$ cat src/rtl/sdram_tester_pkg.sv
// sdram_tester_pkg
//   Shared definitions for the SDRAM traffic generator/checker:
//   - state_t      : tester FSM states
//   - SEED_DEFAULT : default XOR constant applied to the data pattern
//   - pat()        : folds an address into one byte (XOR of all 8-bit chunks,
//                    top chunk zero-padded) and XORs in the seed
package sdram_tester_pkg;

  typedef enum logic [2:0] {
    ST_IDLE,
    ST_WR_ISSUE,
    ST_WR_WAIT,
    ST_RD_ISSUE,
    ST_RD_WAIT,
    ST_DONE,
    ST_FAIL
  } state_t;

  localparam logic [7:0] SEED_DEFAULT = 8'hA5;

  // Widest address pat() can fold. Narrower addresses are zero-extended by
  // the caller, which is exactly the zero-padding of the top chunk.
  localparam int PAT_MAX_W = 64;

  function automatic logic [7:0] pat(input logic [PAT_MAX_W-1:0] addr,
                                     input logic [7:0]           seed);
    logic [7:0] acc;
    acc = seed;
    for (int i = 0; i < PAT_MAX_W / 8; i++) begin
      acc = acc ^ addr[i*8 +: 8];
    end
    return acc;
  endfunction

endpackage

$ cat src/rtl/sdram_pattern_gen.sv
// sdram_pattern_gen
//   Combinational test-pattern generator shared by the write path and the
//   read checker, so both always agree on the expected byte.
//   Ports:
//     addr    in  ADDR_W  array address being written/checked
//     pass    in  1       0 = true pattern, 1 = complemented pattern
//     pattern out 8       data byte for (addr, pass)
module sdram_pattern_gen
  import sdram_tester_pkg::*;
#(
  parameter int         ADDR_W = 26,
  parameter logic [7:0] SEED   = SEED_DEFAULT
) (
  input  logic [ADDR_W-1:0] addr,
  input  logic              pass,
  output logic [7:0]        pattern
);

  logic [7:0] base;

  assign base    = pat(PAT_MAX_W'(addr), SEED);
  assign pattern = pass ? ~base : base;

endmodule

$ cat src/rtl/sdram_tester.sv
// sdram_tester
//   Traffic generator and checker sitting upstream of the SDRAM controller.
//   Runs two passes over addresses 0..ADDR_LAST: each pass writes every
//   address, then reads every address back and compares. Pass 0 uses the
//   true pattern, pass 1 the complemented one. Status is sticky until the
//   next start.
//   Ports:
//     clk, resetn          clock, asynchronous active-low reset
//     start                level, honoured only in IDLE/DONE/FAIL
//     sdram_rd/sdram_wr    one-cycle command strobes to the controller
//     sdram_addr/din       command address / write data, held while waiting
//     sdram_dout           read data, valid with sdram_data_ready
//     sdram_busy           controller busy
//     sdram_data_ready     one-cycle read-data strobe
//     sdram_refresh        refresh enable, high whenever the tester is idle
//     running              high while a test run is in progress
//     done/fail/timeout    sticky run status
//     err_count            saturating mismatch count
//     first_err_*          address / expected / received data of first miss
module sdram_tester
  import sdram_tester_pkg::*;
#(
  parameter int                ADDR_W      = 26,
  parameter logic [ADDR_W-1:0] ADDR_LAST   = {ADDR_W{1'b1}},
  parameter logic [7:0]        SEED        = SEED_DEFAULT,
  parameter int                TIMEOUT     = 1023,
  parameter bit                STOP_ON_ERR = 1'b0
) (
  input  logic              clk,
  input  logic              resetn,
  input  logic              start,
  output logic              sdram_rd,
  output logic              sdram_wr,
  output logic [ADDR_W-1:0] sdram_addr,
  output logic [7:0]        sdram_din,
  input  logic [7:0]        sdram_dout,
  input  logic              sdram_busy,
  input  logic              sdram_data_ready,
  output logic              sdram_refresh,
  output logic              running,
  output logic              done,
  output logic              fail,
  output logic              timeout,
  output logic [15:0]       err_count,
  output logic [ADDR_W-1:0] first_err_addr,
  output logic [7:0]        first_err_exp,
  output logic [7:0]        first_err_got
);

  localparam int              TW         = $clog2(TIMEOUT + 1);
  localparam logic [TW-1:0]   TIMER_LAST = TW'(TIMEOUT - 1);

  state_t            state_reg;
  logic [ADDR_W-1:0] addr_reg;
  logic              pass_reg;
  logic [TW-1:0]     timer_reg;
  logic              wait_first_reg;

  logic [7:0]        pattern;
  logic              mismatch;

  sdram_pattern_gen #(
    .ADDR_W (ADDR_W),
    .SEED   (SEED)
  ) u_pattern_gen (
    .addr    (addr_reg),
    .pass    (pass_reg),
    .pattern (pattern)
  );

  // addr_reg/pass_reg are held through RD_WAIT, so pattern is the expected
  // byte for the read in flight.
  assign mismatch = (sdram_dout != pattern);

  always_ff @(posedge clk or negedge resetn) begin
    if (!resetn) begin
      state_reg      <= ST_IDLE;
      addr_reg       <= '0;
      pass_reg       <= 1'b0;
      timer_reg      <= '0;
      wait_first_reg <= 1'b0;
      sdram_rd       <= 1'b0;
      sdram_wr       <= 1'b0;
      sdram_addr     <= '0;
      sdram_din      <= '0;
      sdram_refresh  <= 1'b1;
      running        <= 1'b0;
      done           <= 1'b0;
      fail           <= 1'b0;
      timeout        <= 1'b0;
      err_count      <= '0;
      first_err_addr <= '0;
      first_err_exp  <= '0;
      first_err_got  <= '0;
    end else begin
      // Strobes are single-cycle; only an ISSUE state raises them again.
      sdram_rd <= 1'b0;
      sdram_wr <= 1'b0;

      case (state_reg)
        ST_IDLE, ST_DONE, ST_FAIL: begin
          if (start) begin
            state_reg      <= ST_WR_ISSUE;
            addr_reg       <= '0;
            pass_reg       <= 1'b0;
            done           <= 1'b0;
            fail           <= 1'b0;
            timeout        <= 1'b0;
            err_count      <= '0;
            first_err_addr <= '0;
            first_err_exp  <= '0;
            first_err_got  <= '0;
            running        <= 1'b1;
            sdram_refresh  <= 1'b0;
          end
        end

        ST_WR_ISSUE: begin
          if (!sdram_busy) begin
            sdram_wr       <= 1'b1;
            sdram_addr     <= addr_reg;
            sdram_din      <= pattern;
            timer_reg      <= '0;
            wait_first_reg <= 1'b1;
            state_reg      <= ST_WR_WAIT;
          end
        end

        ST_WR_WAIT: begin
          wait_first_reg <= 1'b0;
          // busy is stale in the first WAIT cycle (controller has not yet
          // seen the strobe), so it cannot signal completion there.
          if (!wait_first_reg && !sdram_busy) begin
            if (addr_reg == ADDR_LAST) begin
              addr_reg  <= '0;
              state_reg <= ST_RD_ISSUE;
            end else begin
              addr_reg  <= addr_reg + 1'b1;
              state_reg <= ST_WR_ISSUE;
            end
          end else if (timer_reg == TIMER_LAST) begin
            timeout       <= 1'b1;
            fail          <= 1'b1;
            running       <= 1'b0;
            sdram_refresh <= 1'b1;
            state_reg     <= ST_FAIL;
          end else begin
            timer_reg <= timer_reg + 1'b1;
          end
        end

        ST_RD_ISSUE: begin
          if (!sdram_busy) begin
            sdram_rd   <= 1'b1;
            sdram_addr <= addr_reg;
            timer_reg  <= '0;
            state_reg  <= ST_RD_WAIT;
          end
        end

        ST_RD_WAIT: begin
          if (sdram_data_ready) begin
            if (mismatch) begin
              if (err_count != 16'hFFFF) begin
                err_count <= err_count + 1'b1;
              end
              if (err_count == 16'd0) begin
                first_err_addr <= addr_reg;
                first_err_exp  <= pattern;
                first_err_got  <= sdram_dout;
              end
            end

            if (mismatch && STOP_ON_ERR) begin
              fail          <= 1'b1;
              running       <= 1'b0;
              sdram_refresh <= 1'b1;
              state_reg     <= ST_FAIL;
            end else if (addr_reg != ADDR_LAST) begin
              addr_reg  <= addr_reg + 1'b1;
              state_reg <= ST_RD_ISSUE;
            end else if (!pass_reg) begin
              pass_reg  <= 1'b1;
              addr_reg  <= '0;
              state_reg <= ST_WR_ISSUE;
            end else begin
              // err_count has not absorbed this cycle's miss yet.
              done          <= 1'b1;
              fail          <= (err_count != 16'd0) || mismatch;
              running       <= 1'b0;
              sdram_refresh <= 1'b1;
              state_reg     <= ST_DONE;
            end
          end else if (timer_reg == TIMER_LAST) begin
            timeout       <= 1'b1;
            fail          <= 1'b1;
            running       <= 1'b0;
            sdram_refresh <= 1'b1;
            state_reg     <= ST_FAIL;
          end else begin
            timer_reg <= timer_reg + 1'b1;
          end
        end

        default: begin
          state_reg <= ST_IDLE;
        end
      endcase
    end
  end

endmodule

$ cat config.mk
export PLATFORM = sky130hd
export DESIGN_NAME = sdram_tester
export DESIGN_NICKNAME = d
export VERILOG_FILES = /design/src/rtl/sdram_tester_pkg.sv /design/src/rtl/sdram_pattern_gen.sv /design/src/rtl/sdram_tester.sv
export SDC_FILE = /design/constraint.sdc
export NUM_CORES = 1
export LEC_CHECK = 0
export BUFFER_PORTS_ARGS = -buffer_cell sky130_fd_sc_hd__buf_4
export CAP_MARGIN = 20
export CELL_PAD_IN_SITES_DETAIL_PLACEMENT = 1
export CELL_PAD_IN_SITES_GLOBAL_PLACEMENT = 1
export CORE_AREA = 2 2 133 135
export CTS_CLUSTER_SIZE = 24
export DETAILED_ROUTE_END_ITERATION = 6
export DIE_AREA = 0 0 135 137
export PLACE_DENSITY_LB_ADDON = 0.2
export SETUP_SLACK_MARGIN = 0.05
export SYNTH_ARGS = -nofsm -noshare
export SYNTH_HDL_FRONTEND = slang
export SYNTH_SLANG_ARGS = --single-unit
$ cat constraint.sdc
create_clock -name clk -period 2.55 [get_ports clk]
set_input_delay 0.3825 -clock clk [delete_from_list [all_inputs] [get_ports clk]]
set_output_delay 0.3825 -clock clk [all_outputs]
set_load 0.03 [all_outputs]
==> impl_metrics.csv, run 1 <==
group,metric,value,unit
status,status,"finished clean",
worst_setup_path,rrSetupSlack,0.10,ns
sta,finalHoldViolations,0,
sta,worst_pin_slew,0.628,ns
placement,io_buffers,111,
pwr,leakage,4.25,nW
placement,placed_cell_area,8460,sq um
finish,antenna_cells,0,
route,first_iter_violations,384,
clock_network,clk_pin_slew_worst_paths,0.06,ns
synth,synthCells,658,
sta,period_share,96.0,%
synth,synthSimpleGateAreaFrac,14.7,%
synth,synth_area_leaders,"dfrtp_1, xnor2_1, mux2_2, a22o_1, nor2_1",
worst_setup_path,reg2reg_to,"first_err_addr[15]",
flow_run,cap_violations,0,
global_routing,antenna_found_initial,0,
sta,fin_skew,0.00913,ns
worst_setup_path,cp.required,2.91,ns
global_routing,grt_pass1_vias,6398,
finish,drive_gt1_share,36.1,%
floorplan,die_x,135,um
worst_hold_path,whs_endpoint,"sdram_rd",
synth,ys.flop_type,"dfrtp_1",
synth,synth-adder-area-share,0.871,%
sta,rsz0062_at_grt,"yes",
route,drc_errors,0,
worst_setup_path,worst_setup_path_start_kind,"flop",
clock_network,cts.sinks,140,
synth,synth_top_family_by_area,"compound AO/OA/AOI/OAI gates",
synth,ys_ff_latch,140,
placement,dp.cells,1017,
sta,timing.slew.headroom,58.2,%
worst_setup_path,worst-r2r-cell-count,8,
pwr,worst_ir_drop_vdd,551,uV
sta,finalSetupTns,0,ns
finish,layoutNonFillerInstCount,1058,
worst_setup_path,path_max_fanout,8,
worst_hold_path,min-delay-start,"sdram_busy",
synth,muxShareOfSynthArea,4.53,%
sta,slew_violations,0,
worst_hold_path,min_path_type,"in -> reg",
worst_setup_path,critPathLaunch,"addr_reg[9]",
floorplan,io_pins,112,
synth,ys_seq_area_share,48.8,%
route,first_pass_iters,6,
worst_setup_path,worst-setup-path-type,"reg -> reg",
pwr,power_density,843,nW/um^2
floorplan,core,17100,sq um
floorplan,placementRows,48,
sta,clock.fmax,0.409,GHz
synth,synth.avg_cell_area,10.9,sq um
synth,synth_top_area_share,48.4,%
global_routing,overflow,0,
route,vias_per_cell,5.70,
global_routing,grtUsageTotal,25.4,%
synth,synth-async-reset-ratio,100,%
floorplan,die-area,18500,sq um
finish,area_growth,29.1,%
placement,dp_hpwl,15.8,mm
synth,ys_warn_count,0,
synth,synth-compound-area-share,15.1,%
worst_setup_path,reg2reg_from,"addr_reg[9]",
clock_network,cts_inserted_buffers,17,
finish,finalInstanceArea,9270,sq um
route,ant_nets,0,
route,wl,23.1,mm
floorplan,start_util,42.1,%
finish,final_nets,839,
synth,synth-edff-count,0,
worst_hold_path,worstHoldPathCells,2,
floorplan,die_h,137,um
clock_network,cts_tree,"done",
finish,fin_util,54.4,%
route,dr_total_vias,6034,
sta,fin_hold_ws,0.183,ns
placement,gp_congestion,0.888,
global_routing,grt_pass1_wl,35.9,mm
clock_network,root_buffer,"clkbuf_16",
synth,synth_fp_nets,676,
clock_network,cts_buffer_depth,2,
sta,post-route-min-period,2.45,ns
synth,ys_top_cells_by_count,"dfrtp_1, nor2_1, nand2_1",
synth,synth_top_area_cell,"dfrtp_1",
worst_setup_path,cp.arrival,2.81,ns
synth,synth_xor_area_share,9.67,%
synth,synth_cell_type_count,77,
worst_setup_path,end_kind,"flop",
sta,setup_viol,0,
global_routing,grt_max_degree,54,
synth,synthesis.area,7180,sq um
clock_network,h-tree-depth,4,
synth,yosysMostFrequentCell,"dfrtp_1",
clock_network,clock_latency,0.43,ns
route,wl_per_cell,21.8,um
[placed cells by master, fill, tap and decap left out, types with 6 or more instances in the layout]
cell type and n:
dfrtp_1 134, a21oi_1 21, o21a_1 6, buf_4 177
a22o_1 32, inv_1 16, a31oi_1 9, nand2_1 45
o21ai_0 40, xnor2_2 8, o2bb2ai_1 8, clkbuf_16 17
nor4_1 11, nand4_1 13, nor2_1 59, nand3_1 25
xnor2_1 37, mux2_2 28, nor3_1 18
[final cells by class]
cell class | instances | area, sq um
fillers | 1883 | 7780
flip-flops and latches | 140 | 3510
multi-input cells | 461 | 3410
repair buffers | 182 | 1410
clock buffers | 20 | 467
well taps | 225 | 282
clock inverters | 11 | 119
inverters | 19 | 75.1
[stage by stage]
stage                     total power, mW  setup WS, ns
after floorplan                      4.20         0.274
after global placement               5.05       -0.0378
after detailed placement             5.14        -0.224
after CTS                            7.80        0.0676
after global routing                 8.17       0.00988
final                                7.82         0.103
[worst max path at each step]
| stage | to | depth (start not counted) |
|---|---|---|
| finish | first_err_addr[15] | 8 |
| CTS | addr_reg[7] | 7 |
| detailed placement | first_err_addr[3] | 8 |
| global route | state_reg[1] | 8 |
| floorplan | first_err_got[0] | 9 |
| global placement | first_err_got[7] | 8 |
[where the power goes]
| part | internal [mW] | switching, mW |
|---|---|---|
| sequential | 2.44 | 0.226 |
| clock | 1.50 | 0.980 |
| combinational | 1.00 | 1.67 |
| total | 4.95 | 2.87 |
[worst max-delay path, stage by stage, from the launching register on]
cell	delay (ns)
dfrtp_1	0.37
xor3_2	0.48
xnor3_2	0.40
nand4_2	0.13
nor2_2	0.06
nor3b_4	0.21
buf_12	0.17
and2_2	0.36
a22o_1	0.19
[what timing repair did]
action | 4_1_cts | 5_1_grt
cloned | 4 | 1
resized for setup | 9 | 21
buffers inserted | 1 | 3
hold buffers | 1 | 0
endpoints found under the hold margin | 50 | 0
pin swaps | 3 | 4
endpoints found under the setup margin | 45 | 64
[layer usage]
layer	track usage [%]	share of wire [%]	wire, um
met4	9.32	2.3	536
met1	31.2	41	9460
met2	45.3	52	12100
met5	0	0	0
met3	4.07	4.3	990
[kinds of logic after synthesis]
kind of cell | after synthesis
buffers and inverters | 62
muxes | 29
adders and majority gates | 5
DFF | 140
and+or+nand+nor | 209
AOI/OAI and AO/OA | 153
xor gates and xnor gates | 60
Note: power is estimated with default switching activity, not from simulation.
==> inputs of run 2 (changes only) <==
CORE_AREA = 2 2 131 133   (was 2 2 133 135)
CTS_BUF_LIST = sky130_fd_sc_hd__clkbuf_2   (was default)
DIE_AREA = 0 0 133 135   (was 0 0 135 137)
SYNTH_HIERARCHICAL = 1   (was default)
clock period = 2.95 ns   (was 2.55 ns; I/O delays follow)
==> run 2 against run 1 <==
Against the previous run:
- via count is 0.25% lower
- core utilization is 1.5 points lower
- sequential power is 13% lower
- final area is 6.5% lower
- synthesized cell count is 10% higher
- die area is 2.9% lower
- hold slack worse by 0.071 ns
- clock skew is 0.012 ns higher
- clock power is 42% lower
==> impl_metrics.csv, run 2 <==
group,metric,value,unit
status,status,"finished clean",
synth,ys_seq_area_share,49.8,%
floorplan,die-area,18000,sq um
route,first_pass_iters,4,
global_routing,overflow,0,
pwr,leakage,3.94,nW
placement,dp_hpwl,14.7,mm
floorplan,die_h,135,um
worst_hold_path,min-delay-start,"sdram_data_ready",
clock_network,cts_tree,"done",
worst_setup_path,reg2reg_to,"first_err_addr[13]",
sta,finalSetupTns,0,ns
sta,fin_skew,0.0208,ns
pwr,p_int,3.52,mW
synth,ys_top_cells_by_count,"dfrtp_1, nand2_1, o21ai_0",
sta,post-route-min-period,2.77,ns
global_routing,grtUsageTotal,24.0,%
clock_network,cts_inserted_buffers,17,
worst_setup_path,cp.required,3.60,ns
finish,fin_util,52.8,%
route,drc_errors,0,
sta,setup_viol,0,
finish,finalInstanceArea,8670,sq um
finish,fill_cells,1867,
pwr,p_total,5.85,mW
synth,ys_warn_count,6,
finish,layout_common_cells,"buf_4, dfrtp_1, nand2_1",
route,dr_total_vias,6019,
floorplan,die_x,133,um
synth,synth_top_area_share,49.5,%
finish,drive_gt1_share,26.4,%
worst_setup_path,end_kind,"flop",
sta,fin_hold_ws,0.113,ns
synth,synth_area_leaders,"dfrtp_1, nand2_1, xnor2_1, mux2_2, o21ai_0",
pwr,power.switching,2.33,mW
finish,regArea,3510,sq um
synth,synth.avg_cell_area,9.70,sq um
route,wl,21.0,mm
floorplan,placementRows,47,
sta,clock.fmax,0.361,GHz
sta,finalHoldViolations,0,
finish,area_growth,23.3,%
placement,dp.cells,1046,
worst_setup_path,cp.arrival,3.43,ns
route,wl_per_cell,19.3,um
synth,synth-async-reset-ratio,100,%
global_routing,grt_max_degree,85,
route,first_iter_violations,537,
pwr,combPwrFrac,36.0,%
clock_network,clk_pin_slew_worst_paths,0.20,ns
sta,period_share,93.9,%
synth,ys_ff_latch,140,
sta,worst_pin_slew,0.612,ns
placement,place_ws,0.0953,ns
clock_network,cts.sinks,140,
pwr,pwr-share-seq,39.5,%
worst_setup_path,reg2reg_from,"addr_reg[11]",
pwr,power_density,675,nW/um^2
sta,timing.slew.headroom,59.2,%
worst_setup_path,rrSetupSlack,0.18,ns
sta,fin_ws,0.179,ns
floorplan,core,16400,sq um
synth,synthesis.area,7030,sq um
synth,synth_cell_type_count,60,
synth,yosysMostFrequentCell,"dfrtp_1",
global_routing,grt_pass1_vias,6470,
synth,synth_fp_nets,743,
floorplan,io_pins,112,
synth,ys.flop_type,"dfrtp_1",
clock_network,h-tree-depth,4,
sta,slew_violations,0,
route,ant_nets,0,
placement,placed_cell_area,8210,sq um
pwr,switching_share,39.9,%
global_routing,antenna_found_initial,1,
finish,final_nets,873,
finish,final_common_cell,"buf_4",
worst_hold_path,min_path_type,"in -> reg",
synth,synth-edff-count,0,
global_routing,grt_pass1_wl,34.0,mm
clock_network,root_buffer,"clkbuf_2",
placement,gp_congestion,0.841,
worst_setup_path,worst_setup_path_start_kind,"flop",
worst_setup_path,worst-setup-path-type,"reg -> reg",
finish,layoutNonFillerInstCount,1089,
sta,rsz0062_at_grt,"no",
flow_run,cap_violations,0,
worst_setup_path,path_max_fanout,42,
route,vias_per_cell,5.53,
floorplan,start_util,42.9,%
synth,synth_top_area_cell,"dfrtp_1",
worst_hold_path,worstHoldPathCells,3,
finish,multi_input_area,3310,sq um
pwr,pwr-share-clk,24.5,%
clock_network,cts_buffer_depth,2,
placement,io_buffers,111,
pwr,worst_ir_drop_vdd,407,uV
worst_hold_path,whs_endpoint,"pass_reg",
clock_network,clock_latency,0.74,ns
synth,synthCells,725,
worst_setup_path,worst-r2r-cell-count,9,
clock_network,post_cts_buffers,0,
-- run 2: cell types whose count changed after synthesis, sizes merged, moves of 8 or more --
cell	change
o21ai	+23
clkbuf	+11
nand2	+79
nor3	+13
a22o	-35
nor2	-9
buf	-13
a21oi	-8
nand3	-8
-- run 2: repair_timing --
action	4_1_cts	5_1_grt
hold buffers	9	0
pin swaps	0	0
endpoints found under the setup margin	1	48
cloned	0	1
resized for setup	1	8
hold endpoints to repair	101	0
-- run 2: per-layer routing --
layer  GRT usage [%]  share of wire, %  wire length, um  up-vias
met5               0                 0                0        -
met4            7.29               1.5              311        0
met3            5.26               4.1              865       24
met2            42.5                52            11000      146
met1            29.5                42             8840     3077
li1                -                 -                -     2772
-- run 2: logic make-up (layout without fill, tap and decap cells) --
logic type / after synthesis / after routing / synth area share (%)
xor gates and xnor gates: 64 / 64 / 8.36
DFF: 140 / 140 / 49.8
adders and majority gates: 5 / 5 / 0.890
muxes: 38 / 38 / 6.02
AOI/OAI and AO/OA: 114 / 114 / 9.82
buffers and inverters: 54 / 197 / 3.52
other: 0 / 1 / 0
and+or+nand+nor: 310 / 310 / 21.5
-- run 2: cell type report --
type                    instances  area share (%)
flip-flops and latches        140            40.5
multi-input cells             531            38.2
repair buffers                152            14.0
well taps                     220            3.18
clock inverters                14            2.57
clock buffers                  18            1.04
inverters                      13           0.563
diodes                          1          0.0289
-- run 2: power by group through the flow --
stage	Sequential (mW)	Combinational, mW	Clock, mW
2_1_floorplan	2.44	1.24	0
3_3_place_gp	2.33	1.91	0
3_5_place_dp	2.34	1.99	0
4_1_cts	2.31	2.01	1.47
5_1_grt	2.34	2.28	1.56
6_report	2.31	2.11	1.43
-- run 2: critical path, cell delays in order, from the launching register on --
cell	delay (ns)
dfrtp_1	0.55
xnor2_1	0.21
xnor2_1	0.44
xor2_1	0.20
nor4_1	0.07
buf_4	0.15
and3_2	0.24
a211o_2	0.38
clkbuf_16	0.23
o31ai_1	0.22
-- run 2: how the worst max path moves through the flow --
stage	from	endpoint	slack, ns	cells past startpoint
2_1_floorplan	pass_reg	first_err_addr[10]	0.28	11
3_3_place_gp	addr_reg[0]	err_count[14]	0.20	9
3_5_place_dp	addr_reg[0]	err_count[14]	0.1	9
4_1_cts	pass_reg	first_err_got[6]	0.12	10
5_1_grt	addr_reg[11]	first_err_got[3]	0.05	10
6_report	addr_reg[11]	first_err_addr[13]	0.18	9
==> inputs of run 3 (changes only) <==
ABC_AREA = 1   (was default)
CORE_AREA = 2 2 138 140   (was 2 2 131 133)
DIE_AREA = 0 0 140 142   (was 0 0 133 135)
==> run 3 against run 2 <==
Against the previous run:
- the run now ends with DRC left
- hold slack better by 0.047 ns
- clock skew increased by 0.014 ns
- sequential power hardly changed
- highest routed layer unchanged
- combinational power is 30% higher
- fmax up 6.5%
- largest cell class is now multi-input combinational cells
==> impl_metrics.csv, run 3 <==
group,metric,value,unit
sta,slew_violations,0,
finish,final_common_cell,"nand2_1",
clock_network,clock_latency,0.73,ns
route,wl_per_cell,16.7,um
worst_hold_path,min_path_type,"in -> reg",
floorplan,core,18500,sq um
status,violations,"DRC",
global_routing,grt_max_degree,85,
synth,ys_seq_area_share,45.1,%
floorplan,placementRows,50,
synth,synth_cell_type_count,38,
clock_network,clk_pin_slew_worst_paths,0.22,ns
sta,rsz0062_at_grt,"no",
synth,synthCells,1003,
pwr,pwr-share-seq,36.2,%
sta,post-route-min-period,2.60,ns
finish,layout_common_cells,"nand2_1, dfrtp_1, buf_4",
route,dr_total_vias,7152,
floorplan,die-area,19900,sq um
placement,placed_cell_area,8790,sq um
clock_network,cts_tree,"done",
synth,synth_top_area_share,44.7,%
finish,final_nets,1139,
clock_network,cts.sinks,140,
synth,synth_fp_nets,1021,
pwr,worst_ir_drop_vdd,427,uV
global_routing,grt_busiest_layer,"met2",
global_routing,grtUsageTotal,23.7,%
finish,regArea,3510,sq um
clock_network,post_cts_buffers,0,
pwr,power.switching,3.00,mW
global_routing,grt_pass1_wl,37.4,mm
synth,ys_ff_latch,140,
sta,worst_pin_slew,0.613,ns
route,ant_nets,0,
worst_setup_path,path_max_fanout,84,
pwr,pwr-share-clk,20.7,%
finish,multi_input_area,3700,sq um
synth,synth.avg_cell_area,7.75,sq um
clock_network,root_buffer,"clkbuf_2",
finish,drive_gt1_share,20.5,%
worst_setup_path,worst_setup_path_start_kind,"flop",
global_routing,grt_pass1_vias,7311,
sta,timing.slew.headroom,58.8,%
clock_network,cts_inserted_buffers,17,
placement,gp_congestion,0.845,
synth,synth_area_leaders,"dfrtp_1, nand2_1, nand3_1, o21ai_2, o21ai_0",
finish,fill_cells,2313,
finish,fin_util,49.7,%
global_routing,grt_use_met1,30.6,%
worst_setup_path,cp.arrival,3.26,ns
finish,layoutNonFillerInstCount,1368,
sta,finalSetupTns,0,ns
global_routing,overflow,0,
flow_run,cap_violations,0,
sta,clock.fmax,0.384,GHz
floorplan,io_pins,112,
floorplan,start_util,42.1,%
synth,yosysMostFrequentCell,"nand2_1",
synth,ys_warn_count,6,
global_routing,met3_usage,3.47,%
sta,fin_hold_ws,0.159,ns
sta,fin_skew,0.0349,ns
placement,io_buffers,111,
sta,fin_ws,0.348,ns
worst_setup_path,rrSetupSlack,0.35,ns
floorplan,die_h,142,um
pwr,combPwrFrac,43.1,%
global_routing,use_met2,41.6,%
sta,finalHoldViolations,0,
floorplan,die_x,140,um
clock_network,cts_buffer_depth,2,
finish,finalInstanceArea,9180,sq um
pwr,p_int,3.39,mW
route,vias_per_cell,5.23,
sta,period_share,88.2,%
placement,dp.cells,1325,
finish,area_growth,18.1,%
placement,dp_hpwl,16.9,mm
global_routing,antenna_found_initial,1,
placement,place_ws,0.282,ns
worst_setup_path,worst-setup-path-type,"reg -> reg",
pwr,switching_share,47.0,%
route,first_iter_violations,290,
worst_setup_path,end_kind,"flop",
clock_network,h-tree-depth,4,
synth,ys.flop_type,"dfrtp_1",
status,status,"finished, violations left",
pwr,leakage,4.21,nW
synth,synth-async-reset-ratio,100,%
synth,synthesis.area,7780,sq um
pwr,power_density,696,nW/um^2
route,first_pass_iters,7,
synth,ys_top_cells_by_count,"nand2_1, dfrtp_1, inv_1",
pwr,p_total,6.39,mW
synth,synth-edff-count,0,
worst_setup_path,cp.required,3.61,ns
sta,setup_viol,0,
route,wl,22.8,mm
synth,synth_top_area_cell,"dfrtp_1",
route,drc_errors,16,
run 3: cell types whose count changed in the layout (fill, tap and decap cells not counted), moves of 8 or more:
cell,before,now
o21ai_1,1,33
nand3_1,17,60
buf_4,139,122
nor2_1,52,60
inv_1,13,72
nand2_1,124,356
nand2b_1,8,0
nor4_1,13,0
xnor2_1,47,27
inv_2,0,8
nor3_1,32,11
mux2_2,34,1
o21ai_2,1,34
run 3: cells by family after synthesis:
kind of cell	share of synthesized area (%)
DFF	45.1
and+or+nand+nor	29.3
adders and majority gates	0.805
buffers and inverters	7.43
muxes	0.145
xor gates and xnor gates	4.84
AOI/OAI and AO/OA	12.4
run 3: worst paths after layout:
check / from / end / cells after the start
max: pass_reg / first_err_addr[12] / 10
min: start / state_reg[2] / 6
max reg2reg: pass_reg / first_err_addr[12] / 10
min reg2reg: sdram_addr[17] / sdram_addr[17] / 2
max in group asynchronous: resetn / sdram_addr[10] / 3
min in group asynchronous: resetn / err_count[9] / 2
run 3: power groups by stage:
stage	combinational [mW]	clock [mW]	sequential, mW
2_1_floorplan	1.94	0	2.57
3_3_place_gp	2.70	0	2.34
3_5_place_dp	2.75	0	2.35
4_1_cts	2.78	1.36	2.31
5_1_grt	3.04	1.43	2.35
6_report	2.75	1.32	2.31
run 3: critical path, cell delays in order, from the launching register on:
cell and delay (ns):
dfrtp_2 0.57, xor2_1 0.22, xnor2_1 0.52, xnor2_1 0.18, nand2_1 0.07, nor2_1 0.15
nand3_1 0.15, nand3_4 0.13, buf_12 0.34, nand2_1 0.13, o21ai_2 0.07
run 3: routing by layer:
metal  part of all wire [%]  vias to the layer above
met5                      0                        -
met4                    1.7                        0
met3                    3.3                       31
met2                     50                      142
met1                     45                     3512
li1                       -                     3467
run 3: cell type report:
type / count / share of cell area [%]
inverter: 84 / 3.49
timing repair buffer: 136 / 11.7
tap: 234 / 3.19
sequential: 140 / 38.2
multi-input combinational: 742 / 40.3
antenna: 1 / 0.0273
clock buffer: 17 / 0.927
clock inverter: 14 / 2.13
run 3: what timing repair did:
| action | in CTS | in global routing |
|---|---|---|
| endpoints found under the hold margin | 63 | 0 |
| hold buffers | 11 | 0 |
| endpoints found under the setup margin | 0 | 29 |
| gates resized for setup | 0 | 1 |
